--- src/rtl/toy_bus_pkg.sv ---
// Shared definitions for the toy bus memory slave.
//   OP_RD / OP_WR : request/response opcode encodings
//   rsp_entry_t   : response entry sized for the widest supported configuration.
//                   Instances use the low DATA_W / SB_W / ID_W bits of each field.
`timescale 1ns/1ps
package toy_bus_pkg;

  localparam logic OP_RD = 1'b0;
  localparam logic OP_WR = 1'b1;

  localparam int RSP_MAX_DATA_W = 1024;
  localparam int RSP_MAX_SB_W   = 64;
  localparam int RSP_MAX_ID_W   = 16;

  typedef struct packed {
    logic [RSP_MAX_DATA_W-1:0] data;
    logic [RSP_MAX_SB_W-1:0]   sideband;
    logic [RSP_MAX_ID_W-1:0]   src_id;
    logic                      opcode;
  } rsp_entry_t;

endpackage

--- src/rtl/toy_bus_sync_fifo.sv ---
// Synchronous FIFO used as the response queue.
//   clk, rst_n      : clock, async active-low reset (clears pointers/count)
//   wr_en, wr_data  : push
//   rd_en, rd_data  : pop; rd_data shows the head entry (first-word fall-through)
//   empty, full     : occupancy flags
// DEPTH must be a power of 2 so the pointers wrap naturally. Push and pop in the
// same cycle are allowed at any occupancy; the caller guarantees no overflow.
`timescale 1ns/1ps
module toy_bus_sync_fifo #(
  parameter int WIDTH = 8,
  parameter int DEPTH = 4
) (
  input  logic             clk,
  input  logic             rst_n,
  input  logic             wr_en,
  input  logic [WIDTH-1:0] wr_data,
  input  logic             rd_en,
  output logic [WIDTH-1:0] rd_data,
  output logic             empty,
  output logic             full
);

  localparam int AW = (DEPTH > 1) ? $clog2(DEPTH) : 1;
  localparam int CW = $clog2(DEPTH + 1);

  logic [WIDTH-1:0] mem [DEPTH];
  logic [AW-1:0]    wr_ptr;
  logic [AW-1:0]    rd_ptr;
  logic [CW-1:0]    count;

  always_ff @(posedge clk or negedge rst_n) begin
    if (!rst_n) begin
      wr_ptr <= '0;
      rd_ptr <= '0;
      count  <= '0;
    end else begin
      if (wr_en) wr_ptr <= wr_ptr + 1'b1;
      if (rd_en) rd_ptr <= rd_ptr + 1'b1;
      case ({wr_en, rd_en})
        2'b10:   count <= count + 1'b1;
        2'b01:   count <= count - 1'b1;
        default: count <= count;
      endcase
    end
  end

  always_ff @(posedge clk) begin
    if (wr_en) mem[wr_ptr] <= wr_data;
  end

  assign rd_data = mem[rd_ptr];
  assign empty   = (count == '0);
  assign full    = (count == CW'(DEPTH));

endmodule

--- src/rtl/toy_bus_mem_slv_pipe.sv ---
// Toy bus slave in front of a fixed-latency synchronous memory.
//   clk, rst_n           : clock, async active-low reset
//   req_*                : request channel (valid/ready), opcode 0 = read, 1 = write
//   ack_*                : response channel (valid/ready), served from a response FIFO
//   mem_*                : memory port; read data returns RD_LAT cycles after mem_en
// Reads travel an RD_LAT-deep tag pipeline and land in the response FIFO together
// with the memory read data. A credit counter covers FIFO entries plus reads still
// in the pipeline, so the FIFO can never overflow and req_rdy is simply credit != 0.
// Build option TOY_BUS_MEM_WR_ACK_EN: writes also take a credit and return an ack
// (opcode 1, zero data, request sideband). Without it writes are fire-and-forget.
`timescale 1ns/1ps
module toy_bus_mem_slv_pipe
  import toy_bus_pkg::*;
#(
  parameter int ADDR_W    = 32,
  parameter int DATA_W    = 256,
  parameter int MEM_AW    = 24,
  parameter int ID_W      = 4,
  parameter int SB_W      = 10,
  parameter int RD_LAT    = 1,
  parameter int RSP_DEPTH = 4,
  parameter int NODE_ID   = 0
) (
  input  logic                clk,
  input  logic                rst_n,
  input  logic                req_vld,
  output logic                req_rdy,
  input  logic [ADDR_W-1:0]   req_addr,
  input  logic [DATA_W/8-1:0] req_strb,
  input  logic [DATA_W-1:0]   req_data,
  input  logic                req_opcode,
  input  logic [ID_W-1:0]     req_src_id,
  input  logic [ID_W-1:0]     req_tgt_id,
  input  logic [SB_W-1:0]     req_sideband,
  output logic                ack_vld,
  input  logic                ack_rdy,
  output logic                ack_opcode,
  output logic [DATA_W-1:0]   ack_data,
  output logic [SB_W-1:0]     ack_sideband,
  output logic [ID_W-1:0]     ack_src_id,
  output logic [ID_W-1:0]     ack_tgt_id,
  output logic                mem_en,
  output logic                mem_wr_en,
  output logic [MEM_AW-1:0]   mem_addr,
  output logic [DATA_W-1:0]   mem_wr_data,
  output logic [DATA_W/8-1:0] mem_wr_byte_en,
  output logic [SB_W-1:0]     mem_req_sideband,
  input  logic [DATA_W-1:0]   mem_rd_data,
  input  logic [SB_W-1:0]     mem_ack_sideband
);

  localparam int OFF_W  = $clog2(DATA_W / 8);
  localparam int CR_W   = $clog2(RSP_DEPTH + 1);
  localparam int FIFO_W = DATA_W + SB_W + ID_W + 1;

  logic              accept;
  logic              consume;
  logic              pop;
  logic [CR_W-1:0]   credit;
  logic [RD_LAT-1:0] pipe_vld;
  logic [RD_LAT-1:0] pipe_op;
  logic [ID_W-1:0]   pipe_src [RD_LAT];
  rsp_entry_t        rsp_push;
  logic [FIFO_W-1:0] fifo_wdata;
  logic [FIFO_W-1:0] fifo_rdata;
  logic              fifo_empty;
  logic              fifo_full;
  logic              unused_ok;

  assign req_rdy = (credit != '0);
  assign accept  = req_vld && req_rdy;
  assign pop     = ack_vld && ack_rdy;

`ifdef TOY_BUS_MEM_WR_ACK_EN
  assign consume = accept;
`else
  assign consume = accept && (req_opcode == OP_RD);
`endif

  assign mem_en           = accept;
  assign mem_wr_en        = accept && (req_opcode == OP_WR);
  assign mem_addr         = req_addr[OFF_W+MEM_AW-1:OFF_W];
  assign mem_wr_data      = req_data;
  assign mem_wr_byte_en   = req_strb;
  assign mem_req_sideband = req_sideband;

  // Only valids are reset; tags travelling with them are don't-care when invalid.
  always_ff @(posedge clk or negedge rst_n) begin
    if (!rst_n) begin
      pipe_vld <= '0;
    end else begin
      pipe_vld[0] <= consume;
      for (int i = 1; i < RD_LAT; i++) pipe_vld[i] <= pipe_vld[i-1];
    end
  end

`ifdef TOY_BUS_MEM_WR_ACK_EN
  logic [SB_W-1:0] pipe_sb [RD_LAT];
`endif

  always_ff @(posedge clk) begin
    pipe_src[0] <= req_src_id;
    pipe_op[0]  <= req_opcode;
`ifdef TOY_BUS_MEM_WR_ACK_EN
    pipe_sb[0]  <= req_sideband;
`endif
    for (int i = 1; i < RD_LAT; i++) begin
      pipe_src[i] <= pipe_src[i-1];
      pipe_op[i]  <= pipe_op[i-1];
`ifdef TOY_BUS_MEM_WR_ACK_EN
      pipe_sb[i]  <= pipe_sb[i-1];
`endif
    end
  end

  always_comb begin
    rsp_push                   = '0;
    rsp_push.opcode            = pipe_op[RD_LAT-1];
    rsp_push.src_id[ID_W-1:0]  = pipe_src[RD_LAT-1];
`ifdef TOY_BUS_MEM_WR_ACK_EN
    if (pipe_op[RD_LAT-1] == OP_WR) begin
      rsp_push.sideband[SB_W-1:0] = pipe_sb[RD_LAT-1];
    end else begin
      rsp_push.data[DATA_W-1:0]   = mem_rd_data;
      rsp_push.sideband[SB_W-1:0] = mem_ack_sideband;
    end
`else
    rsp_push.data[DATA_W-1:0]   = mem_rd_data;
    rsp_push.sideband[SB_W-1:0] = mem_ack_sideband;
`endif
  end

  assign fifo_wdata = {rsp_push.data[DATA_W-1:0], rsp_push.sideband[SB_W-1:0],
                       rsp_push.src_id[ID_W-1:0], rsp_push.opcode};

  // Credit moves only when exactly one of take/return happens.
  always_ff @(posedge clk or negedge rst_n) begin
    if (!rst_n) begin
      credit <= CR_W'(RSP_DEPTH);
    end else if (consume && !pop) begin
      credit <= credit - 1'b1;
    end else if (pop && !consume) begin
      credit <= credit + 1'b1;
    end
  end

  toy_bus_sync_fifo #(
    .WIDTH (FIFO_W),
    .DEPTH (RSP_DEPTH)
  ) u_rsp_fifo (
    .clk     (clk),
    .rst_n   (rst_n),
    .wr_en   (pipe_vld[RD_LAT-1]),
    .wr_data (fifo_wdata),
    .rd_en   (pop),
    .rd_data (fifo_rdata),
    .empty   (fifo_empty),
    .full    (fifo_full)
  );

  assign ack_vld    = !fifo_empty;
  assign ack_src_id = ID_W'(NODE_ID);
  assign {ack_data, ack_sideband, ack_tgt_id, ack_opcode} = fifo_rdata;

  // Address offset/high bits, target id, the struct's spare upper bits and the
  // FIFO full flag have no function here.
  assign unused_ok = ^{req_addr, req_tgt_id, rsp_push, fifo_full};

endmodule

--- config.mk ---
export PLATFORM = sky130hd
export DESIGN_NAME = toy_bus_mem_slv_pipe
export DESIGN_NICKNAME = d
export VERILOG_FILES = /design/src/rtl/toy_bus_pkg.sv /design/src/rtl/toy_bus_sync_fifo.sv /design/src/rtl/toy_bus_mem_slv_pipe.sv
export SDC_FILE = /design/constraint.sdc
export NUM_CORES = 1
export LEC_CHECK = 0
export BUFFER_PORTS_ARGS = -buffer_cell sky130_fd_sc_hd__buf_2
export CORE_AREA = 3 3 464 466
export DETAILED_ROUTE_END_ITERATION = 8
export DIE_AREA = 0 0 467 469
export PLACE_DENSITY = 0.39
export SLEW_MARGIN = 20
export SYNTH_ARGS = -nofsm -noshare
export SYNTH_HDL_FRONTEND = slang
export SYNTH_SLANG_ARGS = --single-unit
--- constraint.sdc ---
create_clock -name clk -period 9.2 [get_ports clk]
set_clock_uncertainty 0.05 [all_clocks]
set_input_delay 1.38 -clock clk [delete_from_list [all_inputs] [get_ports clk]]
set_output_delay 1.38 -clock clk [all_outputs]
set_load 0.02 [all_outputs]
# Word-level counts from Yosys, hierarchy flattened
# Memories as Yosys holds them, arrays and structs flattened.
# Index checks and enable logic that the tools add are counted.
dict set report op_classes {
  n_div 0
  addsub 6
  order_cmp 0
  bitwise 1
  multipliers 0
  reduce_logical 13
  shifts 0
  eq_ne 2
  mux 5
}
# op count
set op_table {}
lappend op_table {{adder 3 x 1 -> 3 bit (second input constant)} 2}
lappend op_table {{logical AND 1 bit} 6}
lappend op_table {{two-way mux 3 bit} 2}
lappend op_table {{case mux 3 bit (2 select lines)} 1}
lappend op_table {{subtractor 3 x 1 -> 3 bit (second input constant)} 2}
lappend op_table {{adder 2 x 1 -> 2 bit (second input constant)} 2}
lappend op_table {{nonzero test 2 bit} 2}
lappend op_table {{logical NOT 1 bit} 3}
lappend op_table {{logical NOT 3 bit} 1}
lappend op_table {{nonzero test 3 bit} 1}
lappend op_table {{equality test 2 x 1 -> 1 bit (second input constant)} 1}
lappend op_table {{equality test 2 bit (second input constant)} 1}
lappend op_table {{two-way mux 1 bit} 2}
lappend op_table {{NOT 1 bit} 1}
dict set report totals {
  regBits 12
  romBits 0
  input_bits 609
  wordCells 35
  ram_bits 1088
  latch_bits 0
  output_inout_bits 601
  n_memories 2
}
# memory words word_bits rd rd_clocked_by_memory_dff wr line_no
set mem_list {}
lappend mem_list {u_rsp_fifo.mem 4 271 1 0 1 toy_bus_sync_fifo.sv:26} ;# logic [WIDTH-1:0] mem [DEPTH];
lappend mem_list {pipe_src 1 4 1 0 1 toy_bus_mem_slv_pipe.sv:62} ;# logic [ID_W-1:0] pipe_src [RD_LAT];

# Depth between registers and ports, before layout
dict set report depth {
  word_depth 7
  depth_mapped 9
  mapped_depth_nobuf 9
}

# Hierarchy
# Synthesis repeated with hierarchy kept, for this count alone.
dict set report unflattened {
  hier_cells 1807
  area_unflattened_um2 42578.3
}
# mod cells_per_inst area_each_um2 seq_area_each_um2 instances
set modules_own_cells {}
lappend modules_own_cells {toy_bus_sync_fifo 1453 39790.7 32726.4 1}
lappend modules_own_cells {toy_bus_mem_slv_pipe 354 2787.7 201.4 1}

# Worst setup path before layout
# No wires, ideal clock.
dict set report synth_timing {
  kind {register to register}
  start {register u_rsp_fifo.wr_ptr[0]}
  end {memory u_rsp_fifo.mem[0][0] (netlist name), enable pin}
  slack_ns 1.726
  t_arrival_ns 6.759
  synth_period_minus_slack_ns 7.474
  n_path_buf 0
  stages_incl_launch_ff 4
  required_ns 8.485
  cell_sequence {dfrtp_1 > inv_1 > ha_1 > and2_1}
}
# element line_no
set synth_rtl {}
lappend synth_rtl {{from (decl)} toy_bus_sync_fifo.sv:27} ;# logic [AW-1:0] wr_ptr;
lappend synth_rtl {{from (signal assigned)} toy_bus_sync_fifo.sv:37} ;# if (wr_en) wr_ptr <= wr_ptr + 1'b1;
lappend synth_rtl {{to (decl)} toy_bus_sync_fifo.sv:26}
# Straight into the memory's write port.

# Final worst setup path
dict set report layout_timing {
  start {register u_rsp_fifo.rd_ptr[1]}
  end {output port ack_data[72]}
}
dict set report layout_via {
  elab_chain_len 1
}
# element line_no
set layout_lines {}
lappend layout_lines {{from (decl)} toy_bus_sync_fifo.sv:28} ;# logic [AW-1:0] rd_ptr;
lappend layout_lines {{from (signal assigned)} toy_bus_sync_fifo.sv:38} ;# if (rd_en) rd_ptr <= rd_ptr + 1'b1;
lappend layout_lines {{memory (4 x 271 bit)} n/a}
lappend layout_lines {{to (decl)} toy_bus_mem_slv_pipe.sv:38} ;# output logic [DATA_W-1:0] ack_data,
# Every way passes these cells.

==> flow_summary.json <==
{
  "dpl.cell_count": 4810,
  "gp_routability_congestion": 0.727,
  "powerDensity_mw_per_mm2": 315,
  "dp.final_hpwl_um": 71600,
  "cts_num_sinks": 1100,
  "postCtsSetupBuffers": 0,
  "finalMaxSlewViolations": 0,
  "hold_path_depth": 0,
  "cts_repair_resize_count": 0,
  "post_synth_edffs": 1084,
  "route.antenna.remaining_nets": 0,
  "route.final.wire_length_um": 111000,
  "grt_util_all_layers": 0.0984,
  "slew_headroom": 0.268,
  "synth_sequential_area_ratio": 0.774,
  "firstDrtPassIters": 5,
  "hold_path_class": "flip-flop to flip-flop",
  "critical_path_required_ns": 7.77,
  "post-route-period-util": 0.548,
  "crit_type": "flip-flop to primary output",
  "multiInputGateArea_sq_mm": 0.00642,
  "core_area_sq_mm": 0.212,
  "setup_total_negative_slack_ns": 0,
  "setup_viol": 0,
  "cellLeakagePower_uw": 0.0163,
  "cts-htree-levels": 4,
  "synth_adder_area_share": 0.00270,
  "syn-instance-count": 1803,
  "synth_top_area_frac": 0.765,
  "synth_top_cell_by_area": "sky130_fd_sc_hd__edfxtp_1",
  "place_worst_setup_slack_ns": 4.80,
  "clkSlewWorstSetupHoldPaths_ns": 0.06,
  "power.ir.vdd_worst_v": 0.000203,
  "final-hold-violation-count": 0,
  "clock_insertion_delay_worst_skew_ns": 0.76,
  "ys_ff_latch": 1100,
  "critical_path.max_fanout": 43,
  "dieHeight_um": 469,
  "gr-total-overflow": 0,
  "yosysUniqueCellTypes": 27,
  "fin_cells": 5064,
  "area.sequential_sq_mm": 0.0329,
  "detailedRoute.firstIterationViolations": 1084,
  "critical_path.max_stage_delay_ns": 0.83,
  "synth-simple-area-share": 0.00179,
  "synthesis.area_per_instance_sq_um": 23.6,
  "grt_start_max_net_pins": 127,
  "port_buffers": 549,
  "ctsRootBufferMaster": "sky130_fd_sc_hd__clkbuf_16",
  "ctsLongestPathBuffers": 3,
  "fraction_of_synthesized_cell_area_in_xor_and_xnor_cells": 0.00185,
  "synth.cells.most_frequent": "sky130_fd_sc_hd__edfxtp_1 (1084), sky130_fd_sc_hd__buf_4 (326), sky130_fd_sc_hd__mux4_2 (271), sky130_fd_sc_hd__buf_12 (29), sky130_fd_sc_hd__buf_2 (18)",
  "synthMostInstantiatedCell": "sky130_fd_sc_hd__edfxtp_1",
  "number_of_fill_cells_in_the_layout": 21610,
  "run_status": "finished clean",
  "signed_area_change_from_the_synthesized_netlist_to_the_final_layout_pct": 18.1,
  "dr_total_vias": 18564,
  "die_width_um": 467,
  "rsz0062_at_grt": "false",
  "crit_top_cell": "sky130_fd_sc_hd__buf_4",
  "critical_path.startpoint_type": "flip-flop",
  "synth-warning-count": 0,
  "route.detailed.drc": 0,
  "cts_inserted_buffers": 130,
  "fin_ws_ns": 4.16,
  "fin_crit_ns": 5.04,
  "post_drt_wl_per_cell_um": 22.0,
  "synth_compound_gate_area_share": 0.000118,
  "synth_area_sq_mm": 0.0426,
  "critical_path.endpoint_type": "primary output",
  "pin_count": 1210,
  "start_util": 0.201,
  "synth-main-ff-cell": "sky130_fd_sc_hd__edfxtp_1",
  "grt_pass1_wl_um": 154000,
  "yosys-top-cells-area": "sky130_fd_sc_hd__edfxtp_1 (76%), sky130_fd_sc_hd__mux4_2 (14%), sky130_fd_sc_hd__buf_4 (5.8%)",
  "via_count_of_the_first_global_routing_pass": 20293,
  "layout.nets": 2741,
  "drv.max_cap_violation_count": 0,
  "final_layout_size_suffix_gt1_frac": 0.465,
  "r2r_cells": 6,
  "antenna_found_initial": 35,
  "floorplan.rows": 169,
  "synth_async_sr_flop_share": 0.0100,
  "cp_cell_sequence": "buf_4 -> buf_4 -> mux4_2 -> buf_2",
  "die_area_sq_mm": 0.219,
  "max_freq_ghz": 0.198,
  "synth_top_family_by_area": "multiplexers",
  "multiplexer_share_of_the_synthesized_area": 0.144,
  "tightestPinTransition_ns": 1.10,
  "cts.hold.buffers_added": 0,
  "critical_path.slowest_cell": "sky130_fd_sc_hd__dfrtp_4",
  "arrival_time_reported_for_the_critical_path_endpoint_ns": 3.61,
  "via_per_inst": 3.67,
  "cts_tree": "done"
}
[worst max-delay path, delay by kind of cell, from the launching register on]
family | cells | cell delay [ns]
buffers and inverters | 3 | 1.44
muxes | 1 | 0.44
DFF | 1 | 0.83
[area by class of cell]
class,instances,share of cell area
Timing Repair Buffer,573,0.0614
Inverter,10,0.000747
Sequential cell,1100,0.655
Multi-Input combinational cell,309,0.128
Tap cell,2821,0.0702
Clock inverter,79,0.0163
Clock buffer,159,0.0679
Antenna cell,13,0.000647
[cell usage in the layout, fill, tap and decap left out, types with 2 or more instances in the layout]
cell type,Yosys,routed
sky130_fd_sc_hd__and2_4,0,4
sky130_fd_sc_hd__buf_12,29,8
sky130_fd_sc_hd__buf_16,0,3
sky130_fd_sc_hd__buf_2,18,549
sky130_fd_sc_hd__buf_4,326,13
sky130_fd_sc_hd__bufinv_16,0,9
sky130_fd_sc_hd__clkbuf_1,2,26
sky130_fd_sc_hd__clkbuf_16,0,132
sky130_fd_sc_hd__clkinv_1,0,25
sky130_fd_sc_hd__clkinv_16,0,3
sky130_fd_sc_hd__clkinv_2,0,17
sky130_fd_sc_hd__clkinv_4,0,4
sky130_fd_sc_hd__clkinv_8,0,4
sky130_fd_sc_hd__clkinvlp_4,0,5
sky130_fd_sc_hd__conb_1,1,4
sky130_fd_sc_hd__dfrtp_1,10,8
sky130_fd_sc_hd__dfrtp_4,0,2
sky130_fd_sc_hd__dfxtp_1,5,5
sky130_fd_sc_hd__diode_2,0,13
sky130_fd_sc_hd__edfxtp_1,1084,1084
sky130_fd_sc_hd__fa_1,2,2
sky130_fd_sc_hd__ha_1,6,6
sky130_fd_sc_hd__inv_1,10,10
sky130_fd_sc_hd__inv_16,0,3
sky130_fd_sc_hd__inv_6,0,8
sky130_fd_sc_hd__mux2i_1,2,2
sky130_fd_sc_hd__mux4_2,271,271
sky130_fd_sc_hd__nand2_1,2,2
sky130_fd_sc_hd__nor2_1,2,2
sky130_fd_sc_hd__or3_1,2,2
sky130_fd_sc_hd__xnor2_1,4,4
sky130_fd_sc_hd__xor2_1,5,5
[final timing paths]
path | startpoint | end | slack (ns)
max | u_rsp_fifo.rd_ptr[1] | ack_data[72] | 4.16
min | pipe_src[0][3] | u_rsp_fifo.mem[2][4] | 0.42
max reg2reg | u_rsp_fifo.wr_ptr[0] | u_rsp_fifo.mem[2][169] | 5.79
min reg2reg | pipe_src[0][3] | u_rsp_fifo.mem[2][4] | 0.42
max in group asynchronous | rst_n | credit[2] | 8.40
min in group asynchronous | rst_n | u_rsp_fifo.rd_ptr[1] | 0.43
[metrics by stage]
stage / area, sq um / total power (uW) / hold slack (ns) / util
4_1_cts: 50200 / 16300 / 0.335 / 0.237
2_1_floorplan: 42600 / 9910 / 0.385 / -
6_report: 50300 / 15800 / 0.423 / 0.238
3_5_place_dp: 45900 / 11100 / 0.412 / 0.217
3_3_place_gp: 45900 / 11000 / 0.403 / 0.217
5_1_grt: 50300 / 16700 / 0.372 / 0.237
[flip-flops by register name, summed over array words and instances (netlist names)]
signal             cells
pipe_vld               1
u_rsp_fifo.count       3
credit                 3
pipe_src               4
u_rsp_fifo.rd_ptr      2
pipe_op                1
u_rsp_fifo.mem      1084
u_rsp_fifo.wr_ptr      2
[kinds of logic after synthesis]
kind of cell / Yosys count
muxes: 273
xor gates and xnor gates: 9
DFF: 1100
adders and majority gates: 8
AOI/OAI and AO/OA: 1
buffers and inverters: 397
and+or+nand+nor: 14
other: 1
[metal layers]
| metal | global-route usage | routed length (um) |
|---|---|---|
| met5 | 0.00346 | 311 |
| met1 | 0.106 | 40500 |
| met2 | 0.156 | 52500 |
| met3 | 0.0632 | 14900 |
| met4 | 0.0342 | 3060 |
[power breakdown]
part	internal [uW]	total, uW	switching, uW	leakage (uW)
clock	2940	5020	2080	0.00205
combinational	1760	4540	2780	0.00426
sequential	6080	6270	187	0.0100
Power figures use the tool's default switching activity.
